[src/rtl/ct_f_spsram_req_ctrl_pkg.sv]
// Shared types and constants for the single-port SRAM request controller
// and the SRAM wrappers that sit around it.
package ct_f_spsram_req_ctrl_pkg;

    localparam int DEF_ADDR_WIDTH = 12;
    localparam int DEF_DATA_WIDTH = 84;

    localparam int RSP_DEPTH = 2;
    localparam int RSP_PTR_W = $clog2(RSP_DEPTH);
    localparam int RSP_CNT_W = RSP_PTR_W + 1;

    typedef enum logic [1:0] {
        ST_BOOT = 2'd0,
        ST_INIT = 2'd1,
        ST_IDLE = 2'd2
    } state_e;

endpackage

[src/rtl/ct_f_spsram_rsp_fifo.sv]
// Small in-order flop FIFO holding SRAM read responses; depth must be a
// power of two so the pointers wrap naturally.
module ct_f_spsram_rsp_fifo
    import ct_f_spsram_req_ctrl_pkg::*;
#(
    parameter int DATA_WIDTH = DEF_DATA_WIDTH
) (
    input  logic                  clk_i,
    input  logic                  rst_b_i,
    input  logic                  push_i,
    input  logic [DATA_WIDTH-1:0] data_i,
    input  logic                  pop_i,
    output logic [DATA_WIDTH-1:0] head_o,
    output logic [RSP_CNT_W-1:0]  cnt_o
);

    logic [DATA_WIDTH-1:0] mem_q [RSP_DEPTH];
    logic [RSP_PTR_W-1:0]  wr_ptr_q;
    logic [RSP_PTR_W-1:0]  rd_ptr_q;
    logic [RSP_CNT_W-1:0]  cnt_q;
    logic                  do_pop;
    logic                  full;

    assign do_pop = pop_i && (cnt_q != '0);
    assign full   = (cnt_q == RSP_CNT_W'(RSP_DEPTH));

    always_ff @(posedge clk_i or negedge rst_b_i) begin
        if (!rst_b_i) begin
            wr_ptr_q <= '0;
            rd_ptr_q <= '0;
            cnt_q    <= '0;
            for (int i = 0; i < RSP_DEPTH; i++) begin
                mem_q[i] <= '0;
            end
        end else begin
            if (push_i) begin
                mem_q[wr_ptr_q] <= data_i;
                wr_ptr_q        <= wr_ptr_q + 1'b1;
            end
            if (do_pop) begin
                rd_ptr_q <= rd_ptr_q + 1'b1;
            end
            case ({push_i, do_pop})
                2'b10:   cnt_q <= cnt_q + 1'b1;
                2'b01:   cnt_q <= cnt_q - 1'b1;
                default: cnt_q <= cnt_q;
            endcase
        end
    end

    assign head_o = mem_q[rd_ptr_q];
    assign cnt_o  = cnt_q;

    // Upstream credit accounting must make this unreachable.
    assert property (@(posedge clk_i) disable iff (!rst_b_i) !(push_i && full));

endmodule

[src/rtl/ct_f_spsram_req_ctrl.sv]
// Turns a valid/ready request stream into single-port SRAM pin activity,
// zero-fills the array after reset and buffers read data for the consumer.
module ct_f_spsram_req_ctrl
    import ct_f_spsram_req_ctrl_pkg::*;
#(
    parameter int ADDR_WIDTH = DEF_ADDR_WIDTH,
    parameter int DATA_WIDTH = DEF_DATA_WIDTH,
    parameter bit INIT_EN    = 1'b1
) (
    input  logic                  forever_cpuclk,
    input  logic                  cpurst_b,
    input  logic                  req_vld,
    output logic                  req_rdy,
    input  logic                  req_wr,
    input  logic [ADDR_WIDTH-1:0] req_addr,
    input  logic [DATA_WIDTH-1:0] req_wdata,
    input  logic [DATA_WIDTH-1:0] req_wmask,
    output logic                  rsp_vld,
    input  logic                  rsp_rdy,
    output logic [DATA_WIDTH-1:0] rsp_rdata,
    output logic                  init_done,
    output logic [ADDR_WIDTH-1:0] sram_a,
    output logic                  sram_cen,
    output logic                  sram_gwen,
    output logic [DATA_WIDTH-1:0] sram_d,
    output logic [DATA_WIDTH-1:0] sram_wen,
    input  logic [DATA_WIDTH-1:0] sram_q
);

    state_e                state_q, state_d;
    logic [ADDR_WIDTH-1:0] cnt_q, cnt_d;
    logic [ADDR_WIDTH-1:0] a_q;
    logic [DATA_WIDTH-1:0] d_q;
    logic                  rd_inflight_q;
    logic                  init_done_q;
    logic [RSP_CNT_W-1:0]  fifo_cnt;
    logic [RSP_CNT_W:0]    credit_used;
    logic                  xfer;
    logic                  pop;

    always_comb begin
        state_d = state_q;
        cnt_d   = cnt_q;
        case (state_q)
            ST_BOOT: state_d = INIT_EN ? ST_INIT : ST_IDLE;
            ST_INIT: begin
                cnt_d = cnt_q + 1'b1;
                if (cnt_q == '1) begin
                    state_d = ST_IDLE;
                end
            end
            default: state_d = ST_IDLE;
        endcase
    end

    // Pending reads count against buffer space even if a pop is under way,
    // so the ready path never looks at the consumer side.
    assign credit_used = {1'b0, fifo_cnt} + {{RSP_CNT_W{1'b0}}, rd_inflight_q};
    assign req_rdy     = (state_q == ST_IDLE) && (credit_used < (RSP_CNT_W + 1)'(RSP_DEPTH));
    assign xfer        = req_vld && req_rdy;

    always_comb begin
        sram_cen  = 1'b1;
        sram_gwen = 1'b1;
        sram_wen  = '1;
        sram_a    = a_q;
        sram_d    = d_q;
        if (state_q == ST_INIT) begin
            sram_cen  = 1'b0;
            sram_gwen = 1'b0;
            sram_wen  = '0;
            sram_a    = cnt_q;
            sram_d    = '0;
        end else if (xfer) begin
            sram_cen = 1'b0;
            sram_a   = req_addr;
            if (req_wr) begin
                sram_gwen = 1'b0;
                sram_d    = req_wdata;
                sram_wen  = ~req_wmask;
            end
        end
    end

    always_ff @(posedge forever_cpuclk or negedge cpurst_b) begin
        if (!cpurst_b) begin
            state_q       <= ST_BOOT;
            cnt_q         <= '0;
            a_q           <= '0;
            d_q           <= '0;
            rd_inflight_q <= 1'b0;
            init_done_q   <= 1'b0;
        end else begin
            state_q       <= state_d;
            cnt_q         <= cnt_d;
            a_q           <= sram_a;
            d_q           <= sram_d;
            rd_inflight_q <= xfer && !req_wr;
            init_done_q   <= (state_d == ST_IDLE);
        end
    end

    assign init_done = init_done_q;
    assign pop       = rsp_vld && rsp_rdy;
    assign rsp_vld   = (fifo_cnt != '0);

    ct_f_spsram_rsp_fifo #(
        .DATA_WIDTH (DATA_WIDTH)
    ) u_rsp_fifo (
        .clk_i   (forever_cpuclk),
        .rst_b_i (cpurst_b),
        .push_i  (rd_inflight_q),
        .data_i  (sram_q),
        .pop_i   (pop),
        .head_o  (rsp_rdata),
        .cnt_o   (fifo_cnt)
    );

endmodule
[config.mk]
export PLATFORM = sky130hd
export DESIGN_NAME = ct_f_spsram_req_ctrl
export DESIGN_NICKNAME = d
export VERILOG_FILES = /design/src/rtl/ct_f_spsram_req_ctrl_pkg.sv /design/src/rtl/ct_f_spsram_rsp_fifo.sv /design/src/rtl/ct_f_spsram_req_ctrl.sv
export SDC_FILE = /design/constraint.sdc
export NUM_CORES = 1
export LEC_CHECK = 0
export BUFFER_PORTS_ARGS = -buffer_cell sky130_fd_sc_hd__buf_4
export CAP_MARGIN = 5
export CORE_ASPECT_RATIO = 0.5
export CORE_MARGIN = 4
export CORE_UTILIZATION = 24
export CTS_BUF_LIST = sky130_fd_sc_hd__clkbuf_16
export DETAILED_ROUTE_END_ITERATION = 12
export PLACE_DENSITY = 0.51
export SLEW_MARGIN = 10
export SYNTH_ARGS = -nofsm -noshare
export SYNTH_HDL_FRONTEND = slang
export SYNTH_SLANG_ARGS = --single-unit
[constraint.sdc]
create_clock -name forever_cpuclk -period 1.95 [get_ports forever_cpuclk]
set_clock_uncertainty 0.15 [all_clocks]
set_input_delay 0.195 -clock forever_cpuclk [delete_from_list [all_inputs] [get_ports forever_cpuclk]]
set_output_delay 0.195 -clock forever_cpuclk [all_outputs]
set_load 0.005 [all_outputs]
Yosys cells after proc, flatten, opt, wreduce, memory -nomap -nowiden. Index checks and enable logic that the tools add are counted.

Reductions and logical operators: 10. Equal/unequal tests: 6. Multiplexer cells: 22. Bitwise logic cells: 3. $lt $le $gt $ge: 4. Add/subtract/negate cells: 6.

Operators with widths (number): 2-to-1 mux 84 bit (10); bitwise mux 168 bit (1); demux 84 bit (select 1 bit) (1); inverter 84 bit (1); 2-to-1 mux 12 bit (2); adder 12 x 1 -> 12 bit, second input constant (1); equality test 12 bit, second input constant (1); one-hot mux 2 bit (2 select lines) (2); equality test 2 bit, second input constant (3); logical AND 1 bit (6); 2-to-1 mux 1 bit (5); equality test 2 x 1 -> 1 bit, second input constant (2); greater-or-equal comparator 2 bit, second input constant (2); inverter 1 -> 2 bit (2); nonzero test 2 bit (2); adder 2 x 1 -> 3 bit (1); less-than comparator 3 x 2 -> 1 bit, second input constant (1); adder 1 bit, second input constant (2); adder 2 x 1 -> 2 bit, second input constant (1); logical NOT 2 bit (1); less-than comparator 2 x 1 -> 1 bit, second input constant (1); 2-to-1 mux 2 bit (1); subtractor 2 x 1 -> 2 bit, second input constant (1); logical NOT 1 bit (1).

Bits in registers: 284. Output and inout bits: 269. Bits of input ports: 269.

Longest topological paths before layout.
Depth in word-level cells: 6. Mapped depth: 7. Depth with buffers taken out: 6.

Modules after synthesis. A second synthesis with hierarchy kept.

Cells, all modules: 1074. Area total of the unflattened synthesis: 12768.5 µm².

By module, submodules not included: ct_f_spsram_rsp_fifo (times used 1, sequential area each 4304.1 µm², cells each 462, area an instance 7438.4 µm²); ct_f_spsram_req_ctrl (times used 1, sequential area each 2802.7 µm², cells each 612, area an instance 5330.1 µm²).

Worst setup path after synthesis. No wires, ideal clock.

Kind: flip-flop to flip-flop. Start point: reg u_rsp_fifo.cnt_q[1], in the netlist u_rsp_fifo.cnt_o[1]. End point: reg u_rsp_fifo.cnt_q[1], in the netlist u_rsp_fifo.cnt_o[1]. Buffers on the path: 0. Cell stages (with the launch flop): 6. Data arrival time: 1.452 ns. Clock period less this slack: 1.681 ns. Required time: 1.721 ns. Slack: 0.269 ns. Path through: dfrtp_1 > or2_2 > and2_1 > ha_1 > nor2_1 > xor2_1.

Word-level cells in the longest chain between the ends: 5.

RTL lines: start, declared (line ct_f_spsram_rsp_fifo.sv:20) `logic [RSP_CNT_W-1:0] cnt_q;`; start signal, assigned (line ct_f_spsram_rsp_fifo.sv:44) `2'b10: cnt_q <= cnt_q + 1'b1;`; start signal, assigned (line ct_f_spsram_rsp_fifo.sv:45) `2'b01: cnt_q <= cnt_q - 1'b1;`; start signal, assigned (line ct_f_spsram_rsp_fifo.sv:46) `default: cnt_q <= cnt_q;`; nonzero test 2 bit (*) (line ct_f_spsram_req_ctrl.sv:105) `assign rsp_vld = (fifo_cnt != '0);`; named net rsp_vld (line ct_f_spsram_req_ctrl.sv:18) `output logic rsp_vld,`; logical AND 1 bit (line ct_f_spsram_req_ctrl.sv:104) `assign pop = rsp_vld && rsp_rdy;`; logical AND 1 bit (*) (line ct_f_spsram_rsp_fifo.sv:24) `assign do_pop = pop_i && (cnt_q != '0);`; equality test 2 x 1 -> 1 bit / equality test 2 bit (equally long branches) (line ct_f_spsram_rsp_fifo.sv:43) `case ({push_i, do_pop})`; one-hot mux 2 bit (2 select lines) / nonzero test 2 bit (equally long branches).

The timed path passes the listed nets; every way through them passes the cells marked *. A chain may end at the register's enable or synchronous reset.

Worst setup path after layout.
Start point: reg rd_inflight_q. End point: out sram_d[57].

Word-level cells in the longest chain between the ends: 6.

RTL lines: start, declared (line ct_f_spsram_req_ctrl.sv:34) `logic rd_inflight_q;`; start signal, assigned (line ct_f_spsram_req_ctrl.sv:98) `rd_inflight_q <= xfer && !req_wr;`; adder 2 x 1 -> 3 bit (line ct_f_spsram_req_ctrl.sv:58) `assign credit_used = {1'b0, fifo_cnt} + {{RSP_CNT_W{1'b0}}, rd_inflight_q};`; less-than comparator 3 x 2 -> 1 bit (line ct_f_spsram_req_ctrl.sv:59) `assign req_rdy = (state_q == ST_IDLE) && (credit_used < (RSP_CNT_W + 1)'(RSP_DEPTH));`; logical AND 1 bit (line ct_f_spsram_req_ctrl.sv:59); logical AND 1 bit (line ct_f_spsram_req_ctrl.sv:60) `assign xfer = req_vld && req_rdy;`; 2-to-1 mux 84 bit (line ct_f_spsram_req_ctrl.sv:74) `end else if (xfer) begin`; 2-to-1 mux 84 bit (line ct_f_spsram_req_ctrl.sv:68) `if (state_q == ST_INIT) begin`; end, declared (line ct_f_spsram_req_ctrl.sv:25) `output logic [DATA_WIDTH-1:0] sram_d,`.

Every way passes these cells.

==> out/qor.csv <==
metric,value,unit
status,"complete, but fails checks",
violations,setup timing,
grt_pass1_vias,12500,
comb_power_share,24.5,%
area_growth,94.5,%
synth_area,0.0126,mm^2
grt_antenna_before_repair,3,
ys_ff_latch,284,
ys_warn_count,0,
crit_path_top_delay_cell,dfrtp_1,
layout_common_cells,"buf_4, dfrtp_1, mux2_2",
cp-end-kind,output pin,
crit_top_cell,buf_12,
wl,50.2,mm
hpwl,30.9,mm
overflow,0,
setup_tns,-102600,ps
htree_levels,1,
final_max_slew_viol_count,0,
drc,0,
fp.dieW,332,um
cp_cell_sequence,a21oi_2 -> and4_4 -> buf_12 -> buf_12 -> buf_12 -> nand2_4 -> o21ai_2 -> buf_4,
post-route-period-util,127,%
via_per_inst,4.45,
synth_seq_area_share,56.6,%
cts_sinks,284,
num_rows,58,
clock_latency,570,ps
fp.dieH,170,um
yosysTopAreaCell,dfrtp_1,
p_int,12.6,mW
arrival,2130,ps
leakagePower,12.0,nW
vias,11900,
synth.distinct_cells,29,
clkPwrFrac,39.3,%
worstMarginPinSlew,372,ps
cts_max_path_buffers,3,
required,1600,ps
max_stage_delay,400,ps
fin_nets,2226,
cp_max_fo,7,
dr.pass1.iters,4,
drv_cap,0,
port_buffers,537,
pwr-share-seq,36.3,%
first_iter_violations,394,
p_sw,4.35,mW
start_util,24.7,%
fmax,404,MHz
place.gp.congestion,0.820,
grt_usage,15.5,%
cts_made_buffers,31,
critical_path.top_delay_family,buffers and inverters,
slew_headroom,75.2,%
ant_nets,0,
peakVddDrop,0.000655,V
power_density,692,mW/mm^2
finalSetupViolations,270,
syn_area_per_cell,11.9,um^2
post-synth-top-area-fraction,56.6,%
p_total,16.9,mW
period_needed,2480,ps
hold_ws,93.7,ps
hold_class,in -> async,
grt_max_degree,62,
syn-num-nets,1328,
cts_tree,yes,
setup.worst_path.start_class,register,
rsz0062_at_grt,yes,
die-area,0.0563,mm^2
cts_root_buffer,clkbuf_16,
cts.clk_slew.worst_paths,70,ps
setup_ws,-527,ps
synthTopCellsByArea,"dfrtp_1, mux2_2, nand2_1",
grt_pass1_wl,70.6,mm
netlist_instances,1057,
final_common_cell,buf_4,
crit_type,reg -> out,
wl_per_cell,18.8,um
drive_gt1_share,67.7,%
num_io_pins,538,
crit_buf_inv,4,
switching_share,25.7,%
core,0.0509,mm^2
hold_viol_final,0,
[power by group through the flow]
stage / Sequential, mW / Clock, mW / Combinational (mW)
after global routing: 6.14 / 7.06 / 4.38
after detailed placement: 6.24 / 0 / 3.12
after CTS: 6.13 / 6.82 / 3.49
final: 6.13 / 6.63 / 4.14
after global placement: 6.23 / 0 / 3.14
after floorplan: 6.18 / 0 / 1.28
[path summary, 6_finish.rpt]
kind / slack [ps] / startpoint / to / depth (start not counted)
max: -530 / rd_inflight_q / sram_d[57] / 8
min: 90 / cpurst_b / u_rsp_fifo.mem_q[167] / 3
max reg2reg: -260 / rd_inflight_q / d_q[70] / 12
min reg2reg: 350 / cnt_q[10] / cnt_q[10] / 1
max in group asynchronous: 1180 / cpurst_b / d_q[10] / 3
min in group forever_cpuclk: 160 / req_vld / a_q[2] / 5
[per-layer routing]
metal  GRT usage [%]  wire length [um]
met1            16.9             18200
met2            30.3             27800
met3            2.46              1800
met4            6.19              2350
met5               0                 0
[cell type report]
| cell class | instances | area (um^2) |
|---|---|---|
| clock inverters | 27 | 360 |
| diodes | 3 | 7.51 |
| multi-input cells | 692 | 6380 |
| repair buffers | 944 | 8910 |
| flip-flops and latches | 284 | 7110 |
| well taps | 690 | 863 |
| inverters | 2 | 7.51 |
| clock buffers | 31 | 776 |
| fillers | 4521 | 26500 |
[synthesized netlist by cell type]
library cell	count
buf_1	4
ha_1	2
a41o_1	2
buf_6	24
a21oi_1	108
xor2_1	5
xnor2_1	11
buf_2	23
nor2b_4	1
buf_12	1
o21ai_0	32
and2_1	5
nand2b_1	1
clkbuf_1	18
or2_2	1
nand2_1	188
o21ai_1	52
dfrtp_1	284
buf_4	2
nor2b_1	1
mux2_2	252
and3_1	3
inv_1	2
nand4_1	1
clkbuf_2	7
and4_1	3
a21oi_2	1
nand3_1	5
nor2_1	18
[state kept, by name, summed over array words and instances, names as in the netlist]
name / count
u_rsp_fifo.cnt_o: 2
state_q: 2
d_q: 84
rd_inflight_q: 1
init_done: 1
u_rsp_fifo.mem_q: 168
a_q: 12
u_rsp_fifo.wr_ptr_q: 1
cnt_q: 12
u_rsp_fifo.rd_ptr_q: 1
[timing repair]
action                                 4_1_cts  5_1_grt
resized for setup                          245      290
cloned                                      11       21
setup endpoints to repair                  266      275
setup buffers                               64       70
endpoints found under the hold margin      548        1
pin swaps                                   83       75
hold buffers                               183        1
[logic make-up (layout without fill, tap and decap cells)]
| kind of cell | after synthesis | in the layout | synth area share [%] |
|---|---|---|---|
| other | 0 | 3 | 0 |
| adders and majority gates | 2 | 2 | 0.199 |
| xor gates and xnor gates | 16 | 16 | 1.12 |
| muxes | 252 | 252 | 22.6 |
| AOI/OAI and AO/OA | 195 | 195 | 7.88 |
| buffers and inverters | 81 | 1004 | 4.34 |
| and+or+nand+nor | 227 | 227 | 7.27 |
| DFF | 284 | 284 | 56.6 |
[through the flow]
step | area (um^2) | utilization, % | setup WS [ps] | std cells
finish | 24400 | 47.9 | -527 | 2673
global route | 24400 | 47.9 | -610 | 2673
CTS | 22500 | 44.2 | -574 | 2601
detailed placement | 17900 | 35.2 | -13.7 | 2287
global placement | 17900 | 35.2 | 3.19 | 2287
floorplan | 12600 | - | 269 | 1057
[tightest hold or removal path, cell delays in order]
cell           delay, ps
dlygate4sd3_1        560
buf_8                200
buf_12               220
Power figures use the tool's default switching activity.
